File: src/rtl/conv_kernal_pkg.sv
// Shared definitions for the conv-layer-2 kernel store. The loader (writer)
// and the kernel reader both import this package so they agree on one
// address map: kernel num of channel ch lives at 25*num + 800*ch .. +24.
package conv_kernal_pkg;

  localparam int KERNEL_SIZE  = 25;
  localparam int NUM_KERNELS  = 32;
  localparam int NUM_CHANNELS = 32;
  localparam int TOTAL_WORDS  = KERNEL_SIZE * NUM_KERNELS * NUM_CHANNELS;
  localparam int ADDR_W       = 15;
  localparam int KW_W         = 5;

  typedef enum logic [2:0] {
    ST_IDLE,
    ST_WAIT_BYTE,
    ST_SHIFT,
    ST_CHECK,
    ST_DONE
  } loader_state_t;

endpackage

File: src/rtl/conv_kernal_2_loader_unpacker.sv
// kernal_byte_unpacker: holds one weight byte and presents it LSB first,
// one bit per shift, with a flag marking the eighth bit.
module kernal_byte_unpacker (
  input  logic       clk,
  input  logic       rst,
  input  logic       load_i,
  input  logic [7:0] byte_i,
  input  logic       shift_i,
  output logic       bit_o,
  output logic       last_o
);

  logic [7:0] sh_q;
  logic [2:0] idx_q;

  // Latch a new byte on load, otherwise shift right one bit per request.
  always_ff @(posedge clk or posedge rst) begin
    if (rst) begin
      sh_q  <= '0;
      idx_q <= '0;
    end else if (load_i) begin
      sh_q  <= byte_i;
      idx_q <= '0;
    end else if (shift_i) begin
      sh_q  <= {1'b0, sh_q[7:1]};
      idx_q <= idx_q + 3'd1;
    end
  end

  assign bit_o  = sh_q[0];
  assign last_o = (idx_q == 3'd7);

endmodule

File: src/rtl/conv_kernal_2_loader.sv
// conv_kernal_2_loader: unpacks a byte stream of binarized weights into the
// 1-bit conv_kernal_2 RAM (port A), sequential addresses 0..25599.
// Optional checksum stage: define CONV_KERNAL_LOADER_CHECKSUM_EN.
//
// state      | meaning
// -----------+------------------------------------------------------------
// IDLE       | outputs idle, waiting for start
// WAIT_BYTE  | in_ready high, waiting for a weight byte
// SHIFT      | writing the 8 bits of the latched byte, one per cycle
// CHECK      | (checksum build) waiting for the single checksum byte
// DONE       | ok high; start restarts a full load
module conv_kernal_2_loader
  import conv_kernal_pkg::*;
(
  input  logic              clk,
  input  logic              rst,
  input  logic              start,
  input  logic [7:0]        in_data,
  input  logic              in_valid,
  output logic              in_ready,
  output logic              wea,
  output logic [ADDR_W-1:0] addra,
  output logic              dina,
  output logic              kernel_done,
  output logic              busy,
  output logic              ok,
  output logic              chk_err
);

  localparam logic [ADDR_W-1:0] LAST_ADDR = ADDR_W'(TOTAL_WORDS - 1);
  localparam logic [KW_W-1:0]   KW_LAST   = KW_W'(KERNEL_SIZE - 1);

  loader_state_t     state_q, state_d;
  logic [ADDR_W-1:0] addr_q, addr_d;
  logic [KW_W-1:0]   kw_q, kw_d;
  logic              in_ready_q, wea_q, kd_q, busy_q, ok_q;
  logic              load, shift, clear;
  logic              bit_val, last_bit;

  kernal_byte_unpacker u_unpack (
    .clk     (clk),
    .rst     (rst),
    .load_i  (load),
    .byte_i  (in_data),
    .shift_i (shift),
    .bit_o   (bit_val),
    .last_o  (last_bit)
  );

  // Next-state, counter advance and unpacker control.
  always_comb begin
    state_d = state_q;
    addr_d  = addr_q;
    kw_d    = kw_q;
    load    = 1'b0;
    shift   = 1'b0;
    clear   = 1'b0;
    case (state_q)
      ST_IDLE, ST_DONE: begin
        if (start) begin
          state_d = ST_WAIT_BYTE;
          clear   = 1'b1;
        end
      end
      ST_WAIT_BYTE: begin
        if (in_valid && in_ready_q) begin
          load    = 1'b1;
          state_d = ST_SHIFT;
        end
      end
      ST_SHIFT: begin
        shift = 1'b1;
        // The final address is always a bit 7; stop without advancing so
        // the counter never leaves the store.
        if (addr_q == LAST_ADDR) begin
`ifdef CONV_KERNAL_LOADER_CHECKSUM_EN
          state_d = ST_CHECK;
`else
          state_d = ST_DONE;
`endif
        end else begin
          addr_d = addr_q + ADDR_W'(1);
          kw_d   = (kw_q == KW_LAST) ? '0 : kw_q + KW_W'(1);
          if (last_bit) state_d = ST_WAIT_BYTE;
        end
      end
`ifdef CONV_KERNAL_LOADER_CHECKSUM_EN
      ST_CHECK: begin
        if (in_valid && in_ready_q) state_d = ST_DONE;
      end
`endif
      default: state_d = ST_IDLE;
    endcase
    if (clear) begin
      addr_d = '0;
      kw_d   = '0;
    end
  end

  // State, counters and registered outputs decoded from the next state.
  always_ff @(posedge clk or posedge rst) begin
    if (rst) begin
      state_q    <= ST_IDLE;
      addr_q     <= '0;
      kw_q       <= '0;
      in_ready_q <= 1'b0;
      wea_q      <= 1'b0;
      kd_q       <= 1'b0;
      busy_q     <= 1'b0;
      ok_q       <= 1'b0;
    end else begin
      state_q    <= state_d;
      addr_q     <= addr_d;
      kw_q       <= kw_d;
      in_ready_q <= (state_d == ST_WAIT_BYTE) || (state_d == ST_CHECK);
      wea_q      <= (state_d == ST_SHIFT);
      kd_q       <= (state_d == ST_SHIFT) && (kw_d == KW_LAST);
      busy_q     <= (state_d == ST_WAIT_BYTE) || (state_d == ST_SHIFT) ||
                    (state_d == ST_CHECK);
      ok_q       <= (state_d == ST_DONE);
    end
  end

`ifdef CONV_KERNAL_LOADER_CHECKSUM_EN
  logic [7:0] xor_q, xor_d;
  logic       chk_q, chk_d;

  // Running XOR of data bytes and the compare against the checksum byte.
  always_comb begin
    xor_d = xor_q;
    chk_d = chk_q;
    if (clear) begin
      xor_d = '0;
      chk_d = 1'b0;
    end else if (load) begin
      xor_d = xor_q ^ in_data;
    end else if ((state_q == ST_CHECK) && in_valid && in_ready_q) begin
      chk_d = (in_data != xor_q);
    end
  end

  // Checksum registers.
  always_ff @(posedge clk or posedge rst) begin
    if (rst) begin
      xor_q <= '0;
      chk_q <= 1'b0;
    end else begin
      xor_q <= xor_d;
      chk_q <= chk_d;
    end
  end

  assign chk_err = chk_q;
`else
  assign chk_err = 1'b0;
`endif

  assign in_ready    = in_ready_q;
  assign wea         = wea_q;
  assign addra       = addr_q;
  assign dina        = bit_val;
  assign kernel_done = kd_q;
  assign busy        = busy_q;
  assign ok          = ok_q;

endmodule

File: config.mk
export PLATFORM = sky130hd
export DESIGN_NAME = conv_kernal_2_loader
export DESIGN_NICKNAME = d
export VERILOG_FILES = /design/src/rtl/conv_kernal_pkg.sv /design/src/rtl/conv_kernal_2_loader_unpacker.sv /design/src/rtl/conv_kernal_2_loader.sv
export SDC_FILE = /design/constraint.sdc
export NUM_CORES = 1
export LEC_CHECK = 0
export ABC_AREA = 1
export CORE_UTILIZATION = 55
export CTS_CLUSTER_DIAMETER = 30
export DETAILED_ROUTE_END_ITERATION = 7
export PLACE_DENSITY = 0.82
export SYNTH_ARGS = -nofsm -noshare
export SYNTH_HDL_FRONTEND = slang
export SYNTH_HIERARCHICAL = 1
export SYNTH_SLANG_ARGS = --single-unit
File: constraint.sdc
create_clock -name clk -period 4.45 [get_ports clk]
set_input_delay 0.6675 -clock clk [delete_from_list [all_inputs] [get_ports clk]]
set_output_delay 0.6675 -clock clk [all_outputs]
set_load 0.01 [all_outputs]
* Word level (Yosys, flattened, before mapping)
Index checks and enable logic that the tools add are counted.
** Cells by class
- Add/subtract/negate cells :: 3
- Equality and inequality tests :: 12
- Mux-type cells :: 21
- Reduce and logical (&&, ||, !) cells :: 10
** Operator list (number)
- 15-bit two-way mux :: 3
- 5-bit two-way mux :: 4
- 3-bit two-way mux :: 6
- 8-bit two-way mux :: 2
- 15-bit by 1-bit adder with 15-bit output, second input constant :: 1
- 15-bit equality test, second input constant :: 1
- 5-bit equality test, second input constant :: 2
- 3-bit by 2-bit equality test with 1-bit output, second input constant :: 3
- 3-bit equality test, second input constant :: 3
- 3-bit case mux with 3 select lines :: 1
- 3-bit by 1-bit equality test with 1-bit output, second input constant :: 2
- 5-bit by 1-bit adder with 5-bit output, second input constant :: 1
- 1-bit two-way mux :: 5
- 2-bit nonzero test :: 2
- 3-bit by 1-bit adder with 3-bit output, second input constant :: 1
- 3-bit logical NOT :: 1
- 1-bit logical OR :: 3
- 1-bit logical AND :: 2
- 2-bit != test, second input constant :: 1
- 2-bit AND reduction :: 1
- 2-bit OR reduction :: 1
** Storage, ports and cells
- Register bits after elaboration :: 39
- Input port bits :: 12
- Output and inout bits :: 22

* Logic depth before layout (Yosys ltp)
Gate-level depths: netlist (run 1).
- Depth in word-level cells :: 7
- Mapped depth :: 12
- Gate-level depth less buffers :: 12

* Modules after synthesis
The synthesis (run 1) kept the hierarchy.
** Modules (own cells, without submodules)
- conv_kernal_2_loader :: times used 1, cells each 198, area each 1530.2 um^2
- kernal_byte_unpacker :: times used 1, cells each 59, area each 511.7 um^2

* Worst setup path after synthesis (run 1)
Ideal clock, no wire load.
- Path kind :: register -> register
- From :: reg addr_q[1] (netlist: addra[1])
- To :: reg addr_q[9] (netlist: addra[9])
- Setup time :: 0.119 ns
- Arrival :: 1.535 ns
- Path slack :: 2.796 ns
- Stages on the path, launching flop included :: 10
- Path buffers :: 0
- Cells stage by stage :: dfrtp_1 ha_1 nand3_1 nor2_4 nand2_2 nand2_2 nand2_2 nand2_1 a21oi_1 o21a_1
** Between the ends
- Word-level cells in the longest chain between the ends :: 4
- Elaborated cells between the ends (all ways) :: 7
** Ends and longest elaborated chain
- start, declared :: RTL line conv_kernal_2_loader.sv:34 : logic [ADDR_W-1:0] addr_q, addr_d;
- start signal, assigned :: RTL line conv_kernal_2_loader.sv:113 : addr_q <= addr_d;
- 15-bit by 1-bit adder with 15-bit output :: RTL line conv_kernal_2_loader.sv:82 : addr_d = addr_q + ADDR_W'(1);
- 15-bit two-way mux :: RTL line conv_kernal_2_loader.sv:75 : if (addr_q == LAST_ADDR) begin
- 15-bit two-way mux :: RTL line conv_kernal_2_loader.sv:58 : case (state_q)
- 15-bit two-way mux :: RTL line conv_kernal_2_loader.sv:94 : if (clear) begin
Several ways; a longest one is shown, not always the timed one. The select of a mux whose other input is x is not followed.
A chain may end at the register's enable or synchronous reset.

* Final worst setup path (run 1)
- From :: reg state_q[0]
- To :: reg addr_q[5] (netlist: addra[5])
** Between the ends
- Word-level cells in the longest chain between the ends :: 5
- Elaborated cells between the ends (all ways) :: 9
** Ends and longest elaborated chain
- start, declared :: RTL line conv_kernal_2_loader.sv:33 : loader_state_t state_q, state_d;
- start signal, assigned :: RTL line conv_kernal_2_loader.sv:112 : state_q <= state_d;
- 3-bit equality test / 3-bit logical NOT (equally long branches) :: RTL line conv_kernal_2_loader.sv:58
- 2-bit OR reduction :: RTL line conv_kernal_2_loader.sv:58
- 1-bit two-way mux :: RTL line conv_kernal_2_loader.sv:58
- 2-bit != test (no source line) / 2-bit nonzero test (equally long branches)
- 2-bit AND reduction (no source line)
Several ways; a longest one is shown, not always the timed one.

==> results of run 1 <==
-- worst paths after layout --
check | from | endpoint
worst min-delay path | u_unpack/sh_q[7] | u_unpack/sh_q[7]
max in group asynchronous | rst | addra[3]
worst max register to register | state_q[0] | addra[5]
min in group asynchronous | rst | u_unpack/sh_q[4]
worst min register to register | u_unpack/sh_q[7] | u_unpack/sh_q[7]
worst max-delay path | state_q[0] | addra[5]
-- power breakdown --
part	switching (mW)	internal (mW)	total, mW
Combinational	0.212	0.140	0.352
Clock	0.119	0.109	0.228
Sequential	0.0521	0.431	0.483
Total	0.383	0.680	1.06
-- registers in the layout, summed over array words and instances, names as in the netlist --
name,count
ok,1
kernel_done,1
state_q,3
u_unpack/sh_q,8
wea,1
u_unpack/idx_q,3
kw_q,5
busy,1
in_ready,1
addra,15
-- worst min-delay path: stages (launching register included) --
cell,delay [ns]
dfrtp_1,0.35
nand2_1,0.06
nand2_1,0.05
-- per-layer routing --
layer | wire length [um] | vias up | global-route usage, % | part of all wire, %
met1 | 1967 | 847 | 33.69 | 46
met4 | 64 | 0 | 9.302 | 1.5
met2 | 2037 | 55 | 38.31 | 48
li1 | - | 899 | - | -
met5 | 0 | - | 0 | 0
met3 | 191 | 5 | 5.657 | 4.5
-- Yosys cell counts, drive strengths merged --
library cell / n
a31o: 2
o21ai: 15
nand2: 67
inv: 37
nor2: 22
ha: 5
nand3: 36
buf: 5
and2: 1
nand4: 7
o21a: 1
or2: 1
dfrtp: 39
nor3: 2
xor2: 1
and3: 1
a22o: 1
nor4: 2
a21oi: 11
conb: 1
-- through the flow --
step | instance area (um2) | worst slack (ns) | total power, mW | std cells | util, %
after floorplan | 2042 | 2.796 | 0.7293 | 257 | -
after global placement | 2384 | 2.046 | 0.8300 | 330 | 69.25
after detailed placement | 2384 | 2.024 | 0.8422 | 330 | 69.25
after CTS | 2469 | 2.330 | 1.072 | 338 | 71.72
after global routing | 2469 | 2.103 | 1.149 | 338 | 71.72
final | 2469 | 2.315 | 1.063 | 338 | 71.72
-- final cells by class --
| type | instances | area (um2) | share of cell area, % |
|---|---|---|---|
| Sequential cell | 39 | 975.9 | 39.53 |
| Clock buffer | 6 | 72.57 | 2.940 |
| Inverter | 37 | 138.9 | 5.626 |
| Tap cell | 46 | 57.56 | 2.331 |
| Clock inverter | 2 | 12.51 | 0.5068 |
| Multi-Input combinational cell | 176 | 890.9 | 36.09 |
| Timing Repair Buffer | 32 | 320.3 | 12.98 |
-- cells by family after synthesis --
| kind of cell | after synthesis |
|---|---|
| adder cells (fa/ha/maj) | 5 |
| other | 1 |
| flip-flops | 39 |
| XOR/XNOR | 1 |
| AO/OA/AOI/OAI | 30 |
| AND/OR/NAND/NOR | 139 |
| buffers and inverters | 42 |
==> out/qor.csv, run 1 <==
metric,value,unit
row_count,21,
cts_sinks,39,
crit_chain,nor3_4 -> inv_2 -> a21oi_4 -> nand2_2 -> nor2_2 -> nand2_1 -> nand2_1 -> nor2_1,
ctsRootBufferMaster,clkbuf_8,
gp_congestion,0.8293,
netlist.top_cell.by_area,dfrtp_1,
hp-class,flop to flop,
synth_fa_ha_area_share,3.064,%
cts_buffers,5,
start_util,59.32,%
yosysWarnings,6,
grt_pass1_wl,7610,um
yosysUniqueCellTypes,28,
crit_top_cell,nand2_1,
dr.pass1.iters,4,
layout.nets,308,
critPathLaunchType,flop,
htree_levels,2,
cp.required,4.63,ns
crit_family,simple AND/OR/NAND/NOR gates,
reg2reg_depth,8,
clkLatencyLatePin,0.29,ns
clock_skew,0.004695,ns
syn_area_per_cell,7.945,um2
core_area,3442,um2
layout_common_cells,"nand2_1 (63), dfrtp_1 (39), nand3_1 (36)",
rsz0062_at_grt,no,
max_slew.worst_pin.slew,1.049,ns
io_pins,34,
die_h,62.93,um
power.leakage,1.187,nW
report.final.slew_viol_count,0,
tns,0,ns
num_antenna_cells,0,
n_fill_cell,274,
grt_start_max_net_pins,29,
postRouteAntennaNets,0,
powerDensity,430.6,nW/um2
grt.total_usage,24.78,%
synth-simple-area-share,31.37,%
drc_errors,0,
cpPeakStageDelay,0.68,ns
worst-path-max-fanout,19,
final_common_cell,nand2_1,
critPathArrivalTime,2.32,ns
hold_depth,2,
max-slew-margin-rel,29.96,%
holdWs,0.4854,ns
r2r_slack,2.31,ns
areaGrowthSynthToFinish,20.89,%
synth_compound_area_share,8.578,%
synth_fp_nets,274,
path_depth,8,
grt_overflow,0,
grt_pass1_vias,1744,
clk_pin_slew,0.07,ns
synth_xor_xnor_area_share,0.4289,%
clk_path_buf_depth,2,
crit_slowest_cell,nor3_4,
tritoncts,done,
peakVddDrop,376.2,uV
synthTopCellsByArea,"dfrtp_1 (48%), nand2_1 (12%), nand3_1 (8.8%), inv_1 (6.4%), o21ai_0 (3.7%)",
post_drt_wl_per_cell,12.60,um
hold_viol,0,
post_cts_buffers,0,
cts_resized,0,
drive_gt1_share,7.192,%
syn_inst,257,
finalWirelength,4260,um
io_buffers,32,
vias_per_cell,5.343,
setup_viol,0,
netlist_area,2042,um2
dieArea,3960,um2
cap_viol_max_count,0,
status,"finished, final reports clean",
ys_ff_latch,39,
fin_crit_sh,47.98,%
post-route-min-period,2.135,ns
synth_top_area_share,47.79,%
muxShareOfSynthArea,0,%
vias,1806,
worst-path-buf-inv,1,
grt_antenna_before_repair,0,
ctsHoldBuffers,0,
ys_seq_area_share,47.79,%
synth_top_family_by_area,simple AND/OR/NAND/NOR gates,
die_w,62.93,um
drt_iter0_drc,182,
max_freq,468.3,MHz
worstSetupEndpointType,flop,
dpl.hpwl,3207,um
path_class,flop to flop,
Power figures use the tool's default switching activity.
==> run 2, diff against run 1 <==
--- a/config.mk
+++ b/config.mk
@@ -6,10 +6,10 @@
 export NUM_CORES = 1
 export LEC_CHECK = 0
 export ABC_AREA = 1
-export CORE_UTILIZATION = 55
+export CORE_UTILIZATION = 53
 export CTS_CLUSTER_DIAMETER = 30
 export DETAILED_ROUTE_END_ITERATION = 7
-export PLACE_DENSITY = 0.82
+export PLACE_DENSITY = 0.8
 export SYNTH_ARGS = -nofsm -noshare
 export SYNTH_HDL_FRONTEND = slang
 export SYNTH_HIERARCHICAL = 1
==> constraint.sdc (replaced) <==
create_clock -name clk -period 2.2 [get_ports clk]
set_input_delay 0.33 -clock clk [delete_from_list [all_inputs] [get_ports clk]]
set_output_delay 0.33 -clock clk [all_outputs]
set_load 0.01 [all_outputs]
==> run 2 against run 1 <==
Cell count is 1.8% higher. Register-to-register slack lost 2.1 ns. Hold slack lost 0.12 ns. Sequential share of layout area is 0.75 points lower. Highest routed layer unchanged. Sequential power grew 100%. Sequential cell count did not move. Fmax up 6.2%. Setup slack lost 2.1 ns. Critical endpoint is now addra[8]. Via count is 0.78% higher.
==> out/qor.csv, run 2 (synthesis results as in run 1) <==
metric,value,unit,change
fin_crit_sh,91.37,%,+43 points
hp-class,input pin to async pin,,
drc_errors,0,,unchanged
cpPeakStageDelay,0.42,ns,-0.26 ns
seqPwrFrac,43.9,%,-1.6 points
peakVddDrop,562.3,uV,+49%
cap_viol_max_count,0,,unchanged
post_cts_buffers,0,,unchanged
reg2reg_depth,9,,+1
ctsHoldBuffers,0,,unchanged
hold_viol,0,,unchanged
sw_frac_of_total,34.80,%,-1.2 points
fin_ws,0.1898,ns,-2.125 ns
drt_iter0_drc,111,,-39%
vias_per_cell,5.291,,-0.98%
max-slew-margin-rel,61.88,%,+32 points
io_buffers,32,,unchanged
status,"finished, final reports clean",,
r2r-start,addra[1],,
preCtsSetupSlack,0.2300,ns,-1.794 ns
dpl.hpwl,3165,um,-1.3%
finalWirelength,4338,um,+1.8%
ctsRootBufferMaster,clkbuf_8,,
die_w,64.07,um,+1.8%
htree_levels,2,,unchanged
worst-path-max-fanout,8,,-11
dieArea,4105,um2,+3.7%
rsz0062_at_grt,no,,
p_comb_share,32.6,%,-0.5 points
max_slew.worst_pin.slew,0.5705,ns,-0.4790 ns
vias,1820,,+0.78%
core_area,3689,um2,+7.2%
clock_skew,0.006456,ns,+0.001761 ns
clkPwrFrac,23.5,%,+2.0 points
clk_path_buf_depth,2,,unchanged
setup_viol,0,,unchanged
num_antenna_cells,0,,unchanged
final_common_cell,nand2_1,,
io_pins,34,,unchanged
row_count,22,,+4.8%
gp_congestion,0.8644,,+4.2%
crit_family,simple AND/OR/NAND/NOR gates,,
clkLatencyLatePin,0.29,ns,about the same
cp.required,2.42,ns,-2.21 ns
grt.total_usage,24.45,%,-0.34 points
critPathLaunchType,flop,,
report.final.slew_viol_count,0,,unchanged
crit_top_cell,nand2_2,,
dr.pass1.iters,4,,unchanged
worst-path-buf-inv,0,,-1
tns,0,ns,unchanged
drive_gt1_share,8.446,%,+1.3 points
grt_overflow,0,,unchanged
grt_pass1_vias,1671,,-4.2%
post-route-min-period,2.010,ns,-0.1250 ns
critPathArrivalTime,2.23,ns,-0.09 ns
grt_antenna_before_repair,0,,unchanged
largest_reg_flops,15,,unchanged
clk_pin_slew,0.07,ns,about the same
cts_resized,0,,unchanged
p_total,2.237,mW,+110%
final_util,68.22,%,-3.5 points
powerDensity,889.1,nW/um2,+110%
layout_common_cells,"nand2_1 (63), dfrtp_1 (39), nand3_1 (36)",,
post_drt_wl_per_cell,12.61,um,about the same
r2r_slack,0.19,ns,-2.12 ns
switching_power,778.6,uW,+100%
path_class,flop to flop,,
cts_buffers,5,,unchanged
areaGrowthSynthToFinish,23.22,%,
crit_chain,ha_1 -> nand3_1 -> nor2_4 -> nand2_2 -> nand2_2 -> nand2_2 -> nand2_1 -> o21ai_0 -> a21oi_1,,
start_util,55.36,%,-4.0 points
cts_sinks,39,,unchanged
worstSetupEndpointType,flop,,
p_int,1.459,mW,+110%
layout.nets,312,,+1.3%
grt_start_max_net_pins,29,,unchanged
max_freq,497.5,MHz,+6.2%
crit_slowest_cell,dfrtp_1,,
grt_pass1_wl,7514,um,-1.3%
power.leakage,1.218,nW,+2.5%
tritoncts,done,,
die_h,64.07,um,+1.8%
postRouteAntennaNets,0,,unchanged
r2r-end,addra[8],,
-- run 2: cell type report --
type / instances / area, um2
sequential: 39 / 975.9
tap: 48 / 60.06
inverter: 37 / 138.9
clock buffer: 8 / 100.1
timing repair buffer: 36 / 350.3
multi-input combinational: 176 / 890.9
fill: 308 / 1172
-- run 2: worst max-delay path by stage --
| stage | start | end | slack [ns] | cells past startpoint |
|---|---|---|---|---|
| global route | addra[1] | addra[8] | 0.04 | 9 |
| floorplan | addra[1] | addra[9] | 0.55 | 9 |
| detailed placement | addra[1] | addra[8] | 0.23 | 9 |
| CTS | addra[1] | addra[8] | 0.22 | 9 |
| global placement | addra[1] | addra[11] | 0.29 | 10 |
| finish | addra[1] | addra[8] | 0.19 | 9 |
-- run 2: per-layer routing --
layer | share of wire (%) | track usage [%]
met1 | 48 | 33.57
met2 | 46 | 36.97
met3 | 5.3 | 5.357
met4 | 1.3 | 11.08
met5 | 0 | 0
-- run 2: worst register-to-register path, cell delays in order (launching register included) --
cell and delay [ns]:
dfrtp_1 0.42, ha_1 0.23, nand3_1 0.20, nor2_4 0.26
nand2_2 0.16, nand2_2 0.19, nand2_2 0.12, nand2_1 0.12
o21ai_0 0.10, a21oi_1 0.16
-- run 2: through the flow --
stage | cell area (um2) | cells | hold slack (ns)
5_1_grt | 2516 | 344 | 0.3944
2_1_floorplan | 2042 | 257 | 0.1824
4_1_cts | 2516 | 344 | 0.3694
6_report | 2516 | 344 | 0.3629
3_3_place_gp | 2416 | 336 | 0.4572
3_5_place_dp | 2416 | 336 | 0.4613
-- run 2: power groups by stage --
stage	sequential [mW]	clock, mW	combinational, mW
after CTS	0.981	0.532	0.734
after detailed placement	0.991	0	0.731
after global placement	0.988	0	0.709
final	0.982	0.525	0.730
after floorplan	0.993	0	0.482
after global routing	1.00	0.561	0.846
